## config.mk

```make
export PLATFORM = sky130hd
export DESIGN_NAME = spi_slave_shift
export DESIGN_NICKNAME = d
export VERILOG_FILES = /design/src/rtl/spi_pkg.sv /design/src/rtl/spi_tx_holdreg.sv /design/src/rtl/spi_slave_shift.sv
export SDC_FILE = /design/constraint.sdc
export NUM_CORES = 1
export LEC_CHECK = 0
export CAP_MARGIN = 25
export CORE_ASPECT_RATIO = 0.75
export CORE_MARGIN = 1.5
export CORE_UTILIZATION = 47
export DETAILED_ROUTE_END_ITERATION = 8
export PLACE_DENSITY_LB_ADDON = 0.1
export SLEW_MARGIN = 20
export SYNTH_ARGS = -nofsm -noshare
export SYNTH_HDL_FRONTEND = slang
export SYNTH_SLANG_ARGS = --single-unit
```

## constraint.sdc

```tcl
create_clock -name clk_i -period 1.45 [get_ports clk_i]
set_input_delay 0.435 -clock clk_i [delete_from_list [all_inputs] [get_ports clk_i]]
set_output_delay 0.435 -clock clk_i [all_outputs]
set_load 0.03 [all_outputs]
```

## src/rtl/spi_pkg.sv

```systemverilog
// Shared types and helpers for the SPI slave shift engine.
// Latency: n/a (types, constants and constant functions only).
// Backpressure: n/a.
// Contents: FSM state enum, TX underrun fill word, bit counter width helper.
package spi_pkg;

  typedef enum logic {
    IDLE = 1'b0,
    XFER = 1'b1
  } spi_slv_state_t;

  localparam int MAX_DATA_W = 32;

  // Bit counter must hold 0..data_w.
  function automatic int bit_cnt_w(input int data_w);
    return $clog2(data_w + 1);
  endfunction

  // Word shifted out when the host has not supplied one in time: all ones.
  function automatic logic [MAX_DATA_W-1:0] UNDERRUN_FILL(input int data_w);
    logic [MAX_DATA_W-1:0] v_fill;
    v_fill = '0;
    for (int i = 0; i < MAX_DATA_W; i++) begin
      if (i < data_w) v_fill[i] = 1'b1;
    end
    return v_fill;
  endfunction

endpackage

```

## src/rtl/spi_tx_holdreg.sv

```systemverilog
// TX holding register between the host and the SPI shifter.
// Latency: write lands next cycle; o_tx_rdy rises the cycle after a load.
// Backpressure: o_tx_rdy low while a word is held; loads never stall.
// Ports: i_clk/i_rst_n; i_tx_dat/i_tx_vld/o_tx_rdy host handshake (o_tx_rdy is
// also the empty indication); i_load consumes the word, o_load_dat is the word
// or the underrun fill pattern when empty.
module spi_tx_holdreg
  import spi_pkg::*;
#(
  parameter int DATA_W = 8
) (
  input  logic              i_clk,
  input  logic              i_rst_n,
  input  logic [DATA_W-1:0] i_tx_dat,
  input  logic              i_tx_vld,
  output logic              o_tx_rdy,
  input  logic              i_load,
  output logic [DATA_W-1:0] o_load_dat
);

  localparam logic [DATA_W-1:0] FILL = DATA_W'(UNDERRUN_FILL(DATA_W));

  logic              r_full;
  logic [DATA_W-1:0] r_data;
  logic              w_wr;

  assign o_tx_rdy = ~r_full;
  assign w_wr     = i_tx_vld & ~r_full;

  // A write only happens while empty, so a load in the same cycle is an
  // underrun; the write wins and the word is kept for the next load.
  always_ff @(posedge i_clk or negedge i_rst_n) begin
    if (!i_rst_n) begin
      r_full <= 1'b0;
      r_data <= '0;
    end else if (w_wr) begin
      r_full <= 1'b1;
      r_data <= i_tx_dat;
    end else if (i_load) begin
      r_full <= 1'b0;
    end
  end

  assign o_load_dat = r_full ? r_data : FILL;

endmodule

```

## src/rtl/spi_slave_shift.sv

```systemverilog
// SPI slave shift engine: MOSI deserializer and MISO serializer, all 4 modes.
// Latency: rx_valid_o one cycle after the last sample pulse; miso_o one cycle after a drive pulse.
// Backpressure: none on RX (words overwrite); TX via tx_valid_i/tx_ready_o holding register.
// Ports: clk_i/rst_ni; sclk_pe_i/sclk_ne_i synchronized edge pulses; cs_n_i, mosi_i levels;
// miso_o/miso_oe_o serial out; rx_data_o/rx_valid_o received word; tx_data_i/tx_valid_i/tx_ready_o.
// Optional macro SPI_SLV_ERR_FLAGS_EN adds tx_underrun_o and rx_partial_o pulses.
module spi_slave_shift
  import spi_pkg::*;
#(
  parameter int DATA_W    = 8,
  parameter bit CPOL      = 1'b0,
  parameter bit CPHA      = 1'b0,
  parameter bit MSB_FIRST = 1'b1
) (
  input  logic              clk_i,
  input  logic              rst_ni,
  input  logic              sclk_pe_i,
  input  logic              sclk_ne_i,
  input  logic              cs_n_i,
  input  logic              mosi_i,
  output logic              miso_o,
  output logic              miso_oe_o,
  output logic [DATA_W-1:0] rx_data_o,
  output logic              rx_valid_o,
  input  logic [DATA_W-1:0] tx_data_i,
  input  logic              tx_valid_i,
  output logic              tx_ready_o
`ifdef SPI_SLV_ERR_FLAGS_EN
  ,
  output logic              tx_underrun_o,
  output logic              rx_partial_o
`endif
);

  localparam int               CNT_W = bit_cnt_w(DATA_W);
  localparam logic [CNT_W-1:0] LAST  = CNT_W'(DATA_W - 1);

  spi_slv_state_t    r_state;
  spi_slv_state_t    w_state_nxt;
  logic              r_cs_n_q;
  logic [CNT_W-1:0]  r_bit_cnt;
  logic [DATA_W-1:0] r_rx_sh;
  logic [DATA_W-1:0] r_rx_data;
  logic              r_rx_vld;
  logic [DATA_W-1:0] r_tx_sh;
  logic              r_miso;
  logic              r_miso_oe;

  logic              w_cs_fall;
  logic              w_sample_edge;
  logic              w_drive_edge;
  logic              w_start;
  logic              w_active;
  logic              w_end;
  logic              w_sample;
  logic              w_drive;
  logic              w_load;
  logic              w_shift;
  logic              w_last;
  logic [DATA_W-1:0] w_rx_next;
  logic [DATA_W-1:0] w_load_data;
  logic              w_tx_ready;

  // Modes 1 and 2 sample on the falling edge, modes 0 and 3 on the rising edge.
  assign w_sample_edge = (CPOL ^ CPHA) ? sclk_ne_i : sclk_pe_i;
  assign w_drive_edge  = (CPOL ^ CPHA) ? sclk_pe_i : sclk_ne_i;
  assign w_cs_fall     = r_cs_n_q & ~cs_n_i;

  // FSM: state register
  always_ff @(posedge clk_i or negedge rst_ni) begin
    if (!rst_ni) r_state <= IDLE;
    else         r_state <= w_state_nxt;
  end

  // FSM: next state
  always_comb begin
    w_state_nxt = r_state;
    case (r_state)
      IDLE:    if (w_cs_fall) w_state_nxt = XFER;
      XFER:    if (cs_n_i)    w_state_nxt = IDLE;
      default: w_state_nxt = IDLE;
    endcase
  end

  // FSM: outputs. Deasserted CS overrides any edge pulse in the same cycle.
  always_comb begin
    w_start  = 1'b0;
    w_active = 1'b0;
    w_end    = 1'b0;
    case (r_state)
      IDLE:    w_start  = w_cs_fall;
      XFER: begin
        w_active = ~cs_n_i;
        w_end    = cs_n_i;
      end
      default: ;
    endcase
  end

  assign w_sample = w_active & w_sample_edge;
  assign w_drive  = w_active & w_drive_edge;
  assign w_last   = (r_bit_cnt == LAST);
  // CPHA=0 must present bit 0 before the first edge, so load on CS fall.
  // Afterwards a drive edge at bit_cnt==0 is the boundary of a new word.
  assign w_load   = (w_start & ~CPHA) | (w_drive & (r_bit_cnt == '0));
  assign w_shift  = w_drive & (r_bit_cnt != '0);

  assign w_rx_next = MSB_FIRST ? {r_rx_sh[DATA_W-2:0], mosi_i}
                               : {mosi_i, r_rx_sh[DATA_W-1:1]};

  always_ff @(posedge clk_i or negedge rst_ni) begin
    if (!rst_ni) begin
      r_cs_n_q  <= 1'b1;
      r_miso_oe <= 1'b0;
    end else begin
      r_cs_n_q  <= cs_n_i;
      r_miso_oe <= ~cs_n_i;
    end
  end

  // Bit counter and receive path
  always_ff @(posedge clk_i or negedge rst_ni) begin
    if (!rst_ni) begin
      r_bit_cnt <= '0;
      r_rx_sh   <= '0;
      r_rx_data <= '0;
      r_rx_vld  <= 1'b0;
    end else begin
      r_rx_vld <= w_sample & w_last;
      if (w_start || w_end) begin
        r_bit_cnt <= '0;
        r_rx_sh   <= '0;
      end else if (w_sample) begin
        r_rx_sh   <= w_rx_next;
        r_bit_cnt <= w_last ? '0 : r_bit_cnt + CNT_W'(1);
        if (w_last) r_rx_data <= w_rx_next;
      end
    end
  end

  // Transmit path: miso_o is the registered head of the shifter
  always_ff @(posedge clk_i or negedge rst_ni) begin
    if (!rst_ni) begin
      r_tx_sh <= '0;
      r_miso  <= 1'b0;
    end else if (w_load) begin
      r_tx_sh <= w_load_data;
      r_miso  <= MSB_FIRST ? w_load_data[DATA_W-1] : w_load_data[0];
    end else if (w_shift) begin
      r_tx_sh <= MSB_FIRST ? (r_tx_sh << 1) : (r_tx_sh >> 1);
      r_miso  <= MSB_FIRST ? r_tx_sh[DATA_W-2] : r_tx_sh[1];
    end
  end

  spi_tx_holdreg #(
    .DATA_W (DATA_W)
  ) u_holdreg (
    .i_clk      (clk_i),
    .i_rst_n    (rst_ni),
    .i_tx_dat   (tx_data_i),
    .i_tx_vld   (tx_valid_i),
    .o_tx_rdy   (w_tx_ready),
    .i_load     (w_load),
    .o_load_dat (w_load_data)
  );

  assign miso_o     = r_miso;
  assign miso_oe_o  = r_miso_oe;
  assign rx_data_o  = r_rx_data;
  assign rx_valid_o = r_rx_vld;
  assign tx_ready_o = w_tx_ready;

`ifdef SPI_SLV_ERR_FLAGS_EN
  logic r_tx_underrun;
  logic r_rx_partial;

  // Ready high means the holding register is empty at the load.
  always_ff @(posedge clk_i or negedge rst_ni) begin
    if (!rst_ni) begin
      r_tx_underrun <= 1'b0;
      r_rx_partial  <= 1'b0;
    end else begin
      r_tx_underrun <= w_load & w_tx_ready;
      r_rx_partial  <= w_end & (r_bit_cnt != '0);
    end
  end

  assign tx_underrun_o = r_tx_underrun;
  assign rx_partial_o  = r_rx_partial;
`endif

endmodule
```

======== Word level (Yosys, flattened, before mapping) ========
Cells that the tools add are included.
storage, ports and cells
  register bits ........................... 40
  input port bits ......................... 15
  output and inout bits ................... 12
  logic and storage cells ................. 50
operators by class
  $add $sub $neg .......................... 1
  eq/ne operators ......................... 1
  muxes and demuxes ....................... 18
  bitwise logic cells ..................... 12
  reduce and logical (&&, ||, !) cells .... 7
operator list
  operator             number
  $mux 7               4
  $mux 4               3
  $mux 1               9
  $mux 8               1
  $and 1x1->1          7
  $reduce_bool 2->1    3
  $add 4x1->4 const B  1
  $eq 4x3->1 const B   1
  $logic_not 4->1      1
  $not 1->1            4
  $reduce_bool 4->1    1
  $reduce_and 3->1     1
  $pmux 1 s2           1
  $logic_or 1x1->1     1
  $or 1x1->1           1

======== Longest topological paths before layout ========
  word-level depth ........................ 7
  mapped depth ............................ 5
  depth with buffers taken out ............ 5

======== Modules after synthesis ========
A second synthesis with hierarchy kept.
unflattened totals
  cells, all modules ...................... 143
  area, all modules ....................... 1855.5 µm²
by module, submodules not included
  module           times used  cells each  area an instance (µm²)  seq. area each (µm²)
  spi_slave_shift  1           114         1418.9                  777.0
  spi_tx_holdreg   1           29          436.7                   225.2

======== Worst setup path after synthesis ========
Ideal clock, no wire load.
  path kind ............................... input port to flip-flop
  start point ............................. input port cs_n_i
  end point ............................... register r_rx_data[0], in the netlist rx_data_o[0]
  setup time .............................. 0.125 ns
  arrival ................................. 1.411 ns
  required time ........................... 1.325 ns
  setup slack ............................. -0.086 ns
  stages .................................. 4
  path buffers ............................ 1
  path through ............................ buf_6 -> nand3b_4 -> nor3_4 -> mux2_2
between the ends
  word-level cells in the longest chain between the ends .. 6
  elaborated cells between the ends (all ways) .. 9
  those cells by class .................... mux (3); bitwise (4); reduce/logical (2)
ends and longest elaborated chain
  item                                   line                                          source
  start: declaration                     spi_slave_shift.sv:19                         input logic cs_n_i,
  $not 1->1                              spi_slave_shift.sv:67, spi_slave_shift.sv:93
  $and 1x1->1                            spi_slave_shift.sv:67                         assign w_cs_fall = r_cs_n_q & ~cs_n_i;
  $mux 1                                 spi_slave_shift.sv:90                         case (r_state)
  $logic_or 1x1->1                       spi_slave_shift.sv:130                        if (w_start || w_end) begin
  $not 1->1 (no source line)             n/a
  $reduce_and 3->1 (no source line) (*)  n/a
  end signal: assignment                 spi_slave_shift.sv:136                        if (w_last) r_rx_data <= w_rx_next;
  end: declaration                       spi_slave_shift.sv:43                         logic [DATA_W-1:0] r_rx_data;
Every way passes the cells marked *; elsewhere a longest branch is shown, timed or not.
A chain may end at the register's enable or synchronous reset.

======== Worst setup path after layout ========
  start point ............................. register r_bit_cnt[0]
  end point ............................... register r_rx_data[6], in the netlist rx_data_o[6]
between the ends
  word-level cells in the longest chain between the ends .. 2
ends and longest elaborated chain
  item                               line                    source
  start: declaration                 spi_slave_shift.sv:41   logic [CNT_W-1:0] r_bit_cnt;
  start signal: assignment           spi_slave_shift.sv:135  r_bit_cnt <= w_last ? '0 : r_bit_cnt + CNT_W'(1);
  $eq 4x3->1                         spi_slave_shift.sv:102  assign w_last = (r_bit_cnt == LAST);
  $reduce_and 3->1 (no source line)  n/a
Every way passes these cells.

==> metrics.md <==
| Metric | Value |
|---|---|
| Top post-synthesis cells by area | `dfrtp_1 (58%), mux2_2 (6.0%), nand2_1 (6.0%)` |
| Final WS setup | `-0.0992 ns` |
| Leakage power | `1.16 nW` |
| Leading register cell type out of synthesis | `dfrtp_1` |
| Clock Path Buffers | `2` |
| Routability cong. | `0.789` |
| H-Tree Depth | `2` |
| Mean area per synthesized cell | `10.9 sq um` |
| Die X | `72.3 microns` |
| Core Rows | `18` |
| Antenna diodes | `0` |
| Final Hold Fails | `0` |
| DRC | `0` |
| Top routing layer used | `met4` |
| Register area share after synthesis | `59.2%` |
| Met3 routed WL | `198 microns` |
| Final setup skew | `0.00585 ns` |
| Synth cell types | `31` |
| I/O Buffers | `26` |
| RSZ-0062 raised after global routing | `true` |
| Status | `finished with violations` |
| All-Layer GR Usage | `20.5%` |
| Synthesized Nets | `172` |
| Crit start category | `register` |
| Vias in the first global route | `1238` |
| Hold WC Path Type | `input port to register` |
| Top post-synthesis cells by count | `dfrtp_1 (39), nand2_1 (27), inv_1 (21), o21ai_0 (10)` |
| Share of cells above drive strength 1 | `32.7%` |
| M1 WL | `1640 microns` |
| Max Cap Viol | `0` |
| YS warnings | `0` |
| Post-synth top area share | `57.7%` |
| CP endpoint kind | `register` |
| Dpl hpwl | `2320 microns` |
| WHS | `0.429 ns` |
| DR WL/cell | `14.7 microns` |
| Worst slew pin tran | `0.439 ns` |
| CP startpoint | `r_bit_cnt[0]` |
| Area Growth Syn to Fin | `38.8%` |
| Root Driver | `clkbuf_8` |
| CTS tree | `built` |
| First-pass DRT Iterations | `6` |
| Period utilization | `107%` |
| CTS Buf Count | `5` |
| Fmax | `645 MHz` |
| Fillcell total | `253` |
| Die Footprint | `3970 sq um` |
| Die height | `55.0 microns` |
| Worst IR drop on VDD | `711 uV` |
| Via count | `1337` |
| Count leader, synth | `dfrtp_1` |
| Avg Vias per Cell | `5.39` |
| Worst r2r src | `r_bit_cnt[0]` |
| CP Class | `register to register` |
| CP required | `1.63 ns` |
| Antenna Violating Nets Remaining | `0` |
| CTS Sinks | `40` |
| Routed length on met2 | `1760 microns` |
| Relative slew margins | `70.5%` |
| Core box area | `3360 sq um` |
| First-pass GRT wire length | `5920 microns` |
| Drt first-iter violations | `105` |
| Initial antenna violation count | `0` |
| Post-synthesis cell area | `1690 sq um` |
| Final WL | `3640 microns` |
| Grt ovf | `0` |
| Pins Over Slew Limit | `0` |
| # IOs | `27` |
| Clk_lat worst skew | `0.29 ns` |
| Largest net degree at the start of global routing | `25` |
| Failing checks | `negative setup slack` |
| FFs w/ async S/R, synth | `100%` |
| Synth Register Bits | `40` |
| Post-synth EDFFs | `0` |
| Critical path data arrival time | `1.73 ns` |
| Post-Syn Instances | `155` |
| Layout Nets | `224` |
| Hold_sp | `cs_n_i` |
| Crit Path Max Fanout | `9` |
| Clk slew on worst S/H paths | `0.08 ns` |
| Dpl ws | `-0.622 ns` |
| Total power per unit cell area | `1210 nW/um^2` |
| Setup violators final | `16` |
| Yosys top cell by area | `dfrtp_1` |
| Tmin final | `1.55 ns` |
| Initial Util | `50.4%` |
-- state kept, by name, indices dropped and copies added, names as in the netlist --
register,count
r_state,1
r_rx_sh,7
u_holdreg.r_full,1
r_bit_cnt,4
rx_valid_o,1
miso_oe_o,1
r_tx_sh,7
rx_data_o,8
r_cs_n_q,1
u_holdreg.r_data,8
miso_o,1
-- path summary, 6_finish.rpt --
kind	endpoint	slack, ns	cells past startpoint
max in group asynchronous	r_cs_n_q	0.44	3
max reg2reg	rx_data_o[6]	-0.1	6
min	r_cs_n_q	0.43	1
min reg2reg	r_tx_sh[0]	0.50	1
min in group asynchronous	r_rx_sh[1]	0.52	2
max	rx_data_o[6]	-0.1	6
-- placed cells by master, fill, tap and decap left out, drive strengths merged, types with 2 or more instances in the layout --
cell type / n
dfrtp: 39
buf: 35
nand2: 27
inv: 21
o21ai: 10
clkdlybuf4s50: 10
mux2: 9
a21oi: 9
clkbuf: 8
a222oi: 7
nor2: 5
nand2b: 2
nor2b: 2
dlygate4sd2: 2
nor3: 2
a32o: 2
ha: 2
-- timing repair --
item	in CTS	in global routing
pin swaps	10	7
buffers inserted	9	3
setup endpoints to repair	29	19
resized for setup	23	7
hold buffers	1	0
hold endpoints to repair	6	0
-- worst max-delay path, cell delays in order (launching register included) --
cell,delay (ns)
dfrtp_1,0.38
buf_4,0.13
ha_2,0.21
nand2_4,0.08
nor3_4,0.16
buf_12,0.15
mux2_2,0.33
-- area by class of cell --
type / count / area, sq um / share of cell area [%]
Inverter: 21 / 78.8 / 3.36
Clock inverter: 2 / 38.8 / 1.65
Tap cell: 40 / 50.0 / 2.13
Clock buffer: 6 / 82.6 / 3.52
Multi-Input combinational cell: 88 / 617 / 26.3
Timing Repair Buffer: 51 / 478 / 20.4
Sequential cell: 40 / 1000 / 42.7
-- per-layer routing --
metal / vias to the layer above / track usage [%]
met4: 0 / 8.18
met3: 4 / 5.62
met2: 42 / 31.9
li1: 632 / -
met1: 659 / 27.8
met5: - / 0
-- cells by family (layout without fill, tap and decap cells) --
family	Yosys count	count (layout)	synth area share (%)
buf+inv	27	80	6.58
compound gates	32	32	12.9
mux	9	9	5.99
flops	40	40	59.2
simple gates	45	45	13.8
fa+ha+maj	2	2	1.48
-- through the flow --
| stage | total power, mW | TNS, ns | cells | utilization (%) | cell area, sq um |
|---|---|---|---|---|---|
| 2_1_floorplan | 1.62 | -0.340 | 155 | - | 1690 |
| 3_3_place_gp | 1.79 | -11.51 | 228 | 61.8 | 2070 |
| 6_report | 2.84 | -1.25 | 248 | 70.0 | 2350 |
| 5_1_grt | 2.97 | -2.25 | 248 | 70.0 | 2350 |
| 3_5_place_dp | 1.82 | -13.11 | 228 | 61.8 | 2070 |
| 4_1_cts | 2.84 | -0.398 | 246 | 69.6 | 2340 |
-- report_power, final --
group	leakage [nW]	internal, mW	switching, mW
sequential	0.509	1.28	0.0616
combinational	0.593	0.263	0.273
clock	0.0614	0.563	0.397
total	1.16	2.10	0.731
Note: power is estimated with default switching activity, not from simulation.
==> patch 1 (same flow settings) <==
Compare `r_bit_cnt` against `LAST` with >= in place of ==.
--- a/src/rtl/spi_slave_shift.sv
+++ b/src/rtl/spi_slave_shift.sv
@@ -101,3 +101,3 @@
   assign w_drive  = w_active & w_drive_edge;
-  assign w_last   = (r_bit_cnt == LAST);
+  assign w_last   = (r_bit_cnt >= LAST);
   // CPHA=0 must present bit 0 before the first edge, so load on CS fall.
Check against the original RTL: same outputs for any inputs over 10 cycles, from zero or initial values and one cycle with rst_ni low; that may be too few to reach the edited logic, so the function may still have changed.
==> patch 1 against the unedited design <==
  * Critical path depth is 1 lower
  * Setup slack worse by 0.026 ns
  * Area after synthesis is 4.4% higher
  * Global-route usage is 1.2 points higher
  * Cell count is 6.0% higher
  * Largest cell class unchanged
  * Cell area is 5.8% higher
  * Sequential cell count stayed put
  * Non-clock buffer count is 6 higher
  * The run still ends with negative setup slack left
  * Wire length is 12% higher
  * Total power is 3.9% higher
==> patch 1: results (changes against the unedited design) <==
[critical_path]
reg2regPathDepth=5  ; -1
r2r-end=miso_o
crit_start=r_bit_cnt[1]
slowest_delay_ns=0.46  ; +0.08 ns
path_max_fanout=8  ; -1
slowest_stage=or3b_4
critPathTopFamily=simple AND/OR/NAND/NOR gates

[detailed_routing]
finalWirelength_um=4072  ; +12%
drt_first_pass_iters=4  ; -2
wl_met1_um=1929  ; +18%
drt_iter0_markers=100  ; -4.8%
vias_per_cell=5.259  ; -2.5%
wl_met2_um=1891  ; +7.3%

[global_routing]
grt_max_degree=22  ; -12%
grt_usage=0.2174  ; +0.01242
first_global_vias=1419  ; +15%

[worst_hold_path]
worstHoldPathType=in -> async

[sta]
fin_worst_skew_ns=0.007052  ; +0.001207 ns
fin_ws_ns=-0.1248  ; -0.02559 ns
worst_slew_margin_rel=0.7893  ; +0.08385
setup-violations-final=17  ; +1

[placed_design]
gp_congestion=0.8007  ; +1.5%
place_hpwl_um=2627  ; +13%
place_area_um2=2252  ; +8.6%

[cells_and_area]
fillers=280  ; +11%
insertedDiodeCount=0  ; unchanged
drive_gt1_frac=0.4218  ; +0.09488
nets=228  ; +1.8%

[logic_synthesis]
synthArstFlopShare=1.000  ; unchanged
ys_seq_area_frac=0.5673  ; -0.02518
yosysWarnings=0  ; unchanged
ys_top_cells_by_count=39 x dfrtp_1, 21 x nand2_1, 16 x mux2_2
synth_nets=173  ; +0.58%
yosys-top-cells-area=dfrtp_1 55%, mux2_2 10%, nand2_1 4.5%
ys_dominant_reg_cell=dfrtp_1

[run_status]
status=finished with violations
violations=negative setup slack

[power_and_ir_drop]
p_int_w=0.002057  ; -2.3%
peakVddDrop_mv=0.9107  ; +28%
power_leakage_nw=1.100  ; -5.5%

==> patch 1: cell types whose count changed in the layout (fill, tap and decap cells not counted), moves of 6 or more <==
cell	change
mux2_2	+7
a222oi_1	-7
inv_1	-17
o31ai_1	+6
a211oi_2	+6
nor3_1	+7
==> patch 1: what timing repair did <==
| item | 4_1_cts | 5_1_grt |
|---|---|---|
| hold endpoints to repair | 1 | 0 |
| pin swaps | 6 | 7 |
| gates resized for setup | 26 | 15 |
| hold buffers | 1 | 0 |
| setup buffers | 2 | 5 |
| endpoints found under the setup margin | 34 | 28 |
| cloned | 1 | 0 |
==> patch 1: logic make-up after synthesis <==
family                   synth area share
buffers and inverters             0.03541
AND/OR/NAND/NOR                    0.1459
flip-flops                         0.5673
AO/OA/AOI/OAI                      0.1275
multiplexers                       0.1098
adder cells (fa/ha/maj)           0.01416
==> patch 1: stage by stage <==
stage | cells | power (W) | TNS (ns) | setup WS, ns | hold slack [ns]
detailed placement | 248 | 0.002190 | -13.67 | -0.5454 | 0.2271
finish | 263 | 0.002946 | -1.462 | -0.1248 | 0.4670
CTS | 259 | 0.002924 | -0.7108 | -0.1207 | 0.4596
global route | 263 | 0.003119 | -2.051 | -0.1486 | 0.4782
floorplan | 156 | 0.001917 | -0.2713 | -0.03929 | 0.1394
global placement | 248 | 0.002141 | -12.37 | -0.4880 | 0.2266
==> patch 1: power by group through the flow <==
stage                     clock network (W)  registers (W)  logic (W)
after detailed placement                  0        0.00151   0.000681
after global placement                    0        0.00150   0.000645
final                              0.000697        0.00149   0.000758
after CTS                          0.000710        0.00149   0.000721
after floorplan                           0        0.00148   0.000438
after global routing               0.000761        0.00153   0.000831
==> patch 1: layout make-up <==
type	instances	area [um^2]	area share
clock buffers	6	72.57	0.02922
clock inverters	1	5.005	0.002015
inverters	4	15.01	0.006045
multi-input cells	103	807.0	0.3249
flip-flops and latches	40	1003	0.4040
well taps	52	65.06	0.02620
repair buffers	57	515.5	0.2076
==> patch 1: worst max-delay path by stage <==
stage / end / cells after the start
6_report: miso_o / 5
3_5_place_dp: miso_o / 5
5_1_grt: miso_o / 5
2_1_floorplan: r_tx_sh[3] / 6
4_1_cts: r_tx_sh[2] / 5
3_3_place_gp: miso_o / 5
==> patch 1: layer usage <==
metal | GRT usage | vias to the layer above
met5 | 0 | -
met4 | 0.07143 | 0
met2 | 0.3282 | 43
li1 | - | 661
met3 | 0.04529 | 6
met1 | 0.3126 | 673
==> patch 2 (config.mk and constraints unchanged) <==
Made on the original files. `DATA_W` is set to 8 in 2 places; all go to 12.
--- a/src/rtl/spi_tx_holdreg.sv
+++ b/src/rtl/spi_tx_holdreg.sv
@@ -9,3 +9,3 @@
 #(
-  parameter int DATA_W = 8
+  parameter int DATA_W = 12
 ) (
--- a/src/rtl/spi_slave_shift.sv
+++ b/src/rtl/spi_slave_shift.sv
@@ -9,3 +9,3 @@
 #(
-  parameter int DATA_W    = 8,
+  parameter int DATA_W    = 12,
   parameter bit CPOL      = 1'b0,
Ports: changed (resized rx_data_o and tx_data_i); port bits go from 27 to 35. The function was not compared with the original's and may differ.
==> patch 2 against the unedited design <==
  * The flow still finishes with violations (negative setup slack)
  * Area after synthesis increased by 49%
  * Total power rose by 40%
  * Combinational power increased by 100%
  * Setup slack got worse by 0.011 ns
  * Wire length grew 42%
  * Cell area up 36%
  * Sequential cell count is 16 higher
  * Critical path type unchanged
  * Critical endpoint is now r_tx_sh[3]
  * Largest power group unchanged
  * Highest routed layer unchanged
==> patch 2: results (changes against the unedited design) <==
[power_and_ir_drop]
peakVddDrop_mv=0.7266  ; +2.2%
p_sw_frac=0.3025  ; +0.04456
sequentialPowerShare=0.532  ; +0.059
p_comb_frac=0.269  ; +0.080
power_leakage_nw=1.412  ; +21%
p_sw_w=0.001199  ; +64%

[placed_design]
place_area_um2=3049  ; +47%
port_buffers=34  ; +31%
preCtsSetupSlack_ns=-0.5241  ; +0.09839 ns
place_inst=333  ; +46%
gp_congestion=0.7603  ; -3.6%

[global_routing]
grt_max_degree=29  ; +16%
grt_pass1_wl_um=8493  ; +43%
first_global_vias=1773  ; +43%
grt_usage=0.1930  ; -0.01204

[logic_synthesis]
yosys-top-cells-area=dfrtp_1 55%, mux2_2 11%, o21ai_0 5.0%
synth_cell_types=33  ; +6.5%
ys_top_cells_by_count=55 x dfrtp_1, 27 x nand2_1, 25 x o21ai_0
synth_nets=240  ; +40%
ys_seq_area_frac=0.5558  ; -0.03668

[sta]
fin_worst_skew_ns=0.006223  ; +0.0003773 ns
fin_ws_ns=-0.1102  ; -0.01096 ns
fin_tns_setup_ns=-1.834  ; -0.5823 ns
setup-violations-final=24  ; +8

[cells_and_area]
drive_gt1_frac=0.3640  ; +0.03705
regArea_um2=1403  ; +40%
final_cells=344  ; +39%
nets=293  ; +31%

[detailed_routing]
wire_per_inst_um=15.03  ; +2.4%
drt_iter0_markers=147  ; +40%
vias=1856  ; +39%

[run_status]
status=finished with violations
violations=negative setup slack

[critical_path]
critPathTopFamily=simple AND/OR/NAND/NOR gates
slowest_stage=or3b_4
path_max_fanout=6  ; -3
slowest_delay_ns=0.45  ; +0.07 ns

[worst_hold_path]
worstHoldPathType=in -> async

==> patch 2: changes by cell type after synthesis, moves of 5 or more <==
cell      before  now
inv_1         21    5
a21oi_1        9    4
dfrtp_1       39   55
mux2_2         9   24
o31ai_1        1   12
a211oi_2       0    9
buf_2          1    7
a222oi_1       7    0
nor3_1         1   11
o21ai_0       10   25
==> patch 2: cells by family (layout without fill, tap and decap cells) <==
kind of cell / Yosys count / in the layout / share of synthesized area
fa+ha+maj: 2 / 2 / 0.009914
compound gates: 58 / 58 / 0.1616
buf+inv: 22 / 74 / 0.05106
simple gates: 56 / 57 / 0.1106
flops: 56 / 56 / 0.5558
mux: 25 / 25 / 0.1111
==> patch 2: layer usage <==
| layer | vias to the layer above | wire, um | GRT usage |
|---|---|---|---|
| met5 | - | 0 | 0 |
| met4 | 0 | 40 | 0.06349 |
| met3 | 7 | 277 | 0.03717 |
| met2 | 60 | 2153 | 0.2702 |
| met1 | 902 | 2698 | 0.2972 |
| li1 | 887 | - | - |
==> patch 2: what timing repair did <==
item / CTS / global route
resized for setup: 10 / 11
pin swaps: 12 / 2
setup buffers: 0 / 2
setup endpoints to repair: 40 / 34
gates cloned: 1 / 1
==> patch 2: layout make-up <==
class / count / share of cell area
inverters: 5 / 0.005869
repair buffers: 62 / 0.1768
clock inverters: 1 / 0.001565
clock buffers: 6 / 0.02269
multi-input cells: 142 / 0.3263
well taps: 72 / 0.02817
flip-flops and latches: 56 / 0.4386
==> patch 2: path summary, 6_finish.rpt <==
kind,start,endpoint
max,r_bit_cnt[0],r_tx_sh[3]
min,rst_ni,r_tx_sh[6]
max reg2reg,r_bit_cnt[0],r_tx_sh[3]
min reg2reg,r_rx_sh[7],r_rx_sh[8]
max in group asynchronous,rst_ni,r_rx_sh[8]
min in group clk_i,r_rx_sh[7],r_rx_sh[8]
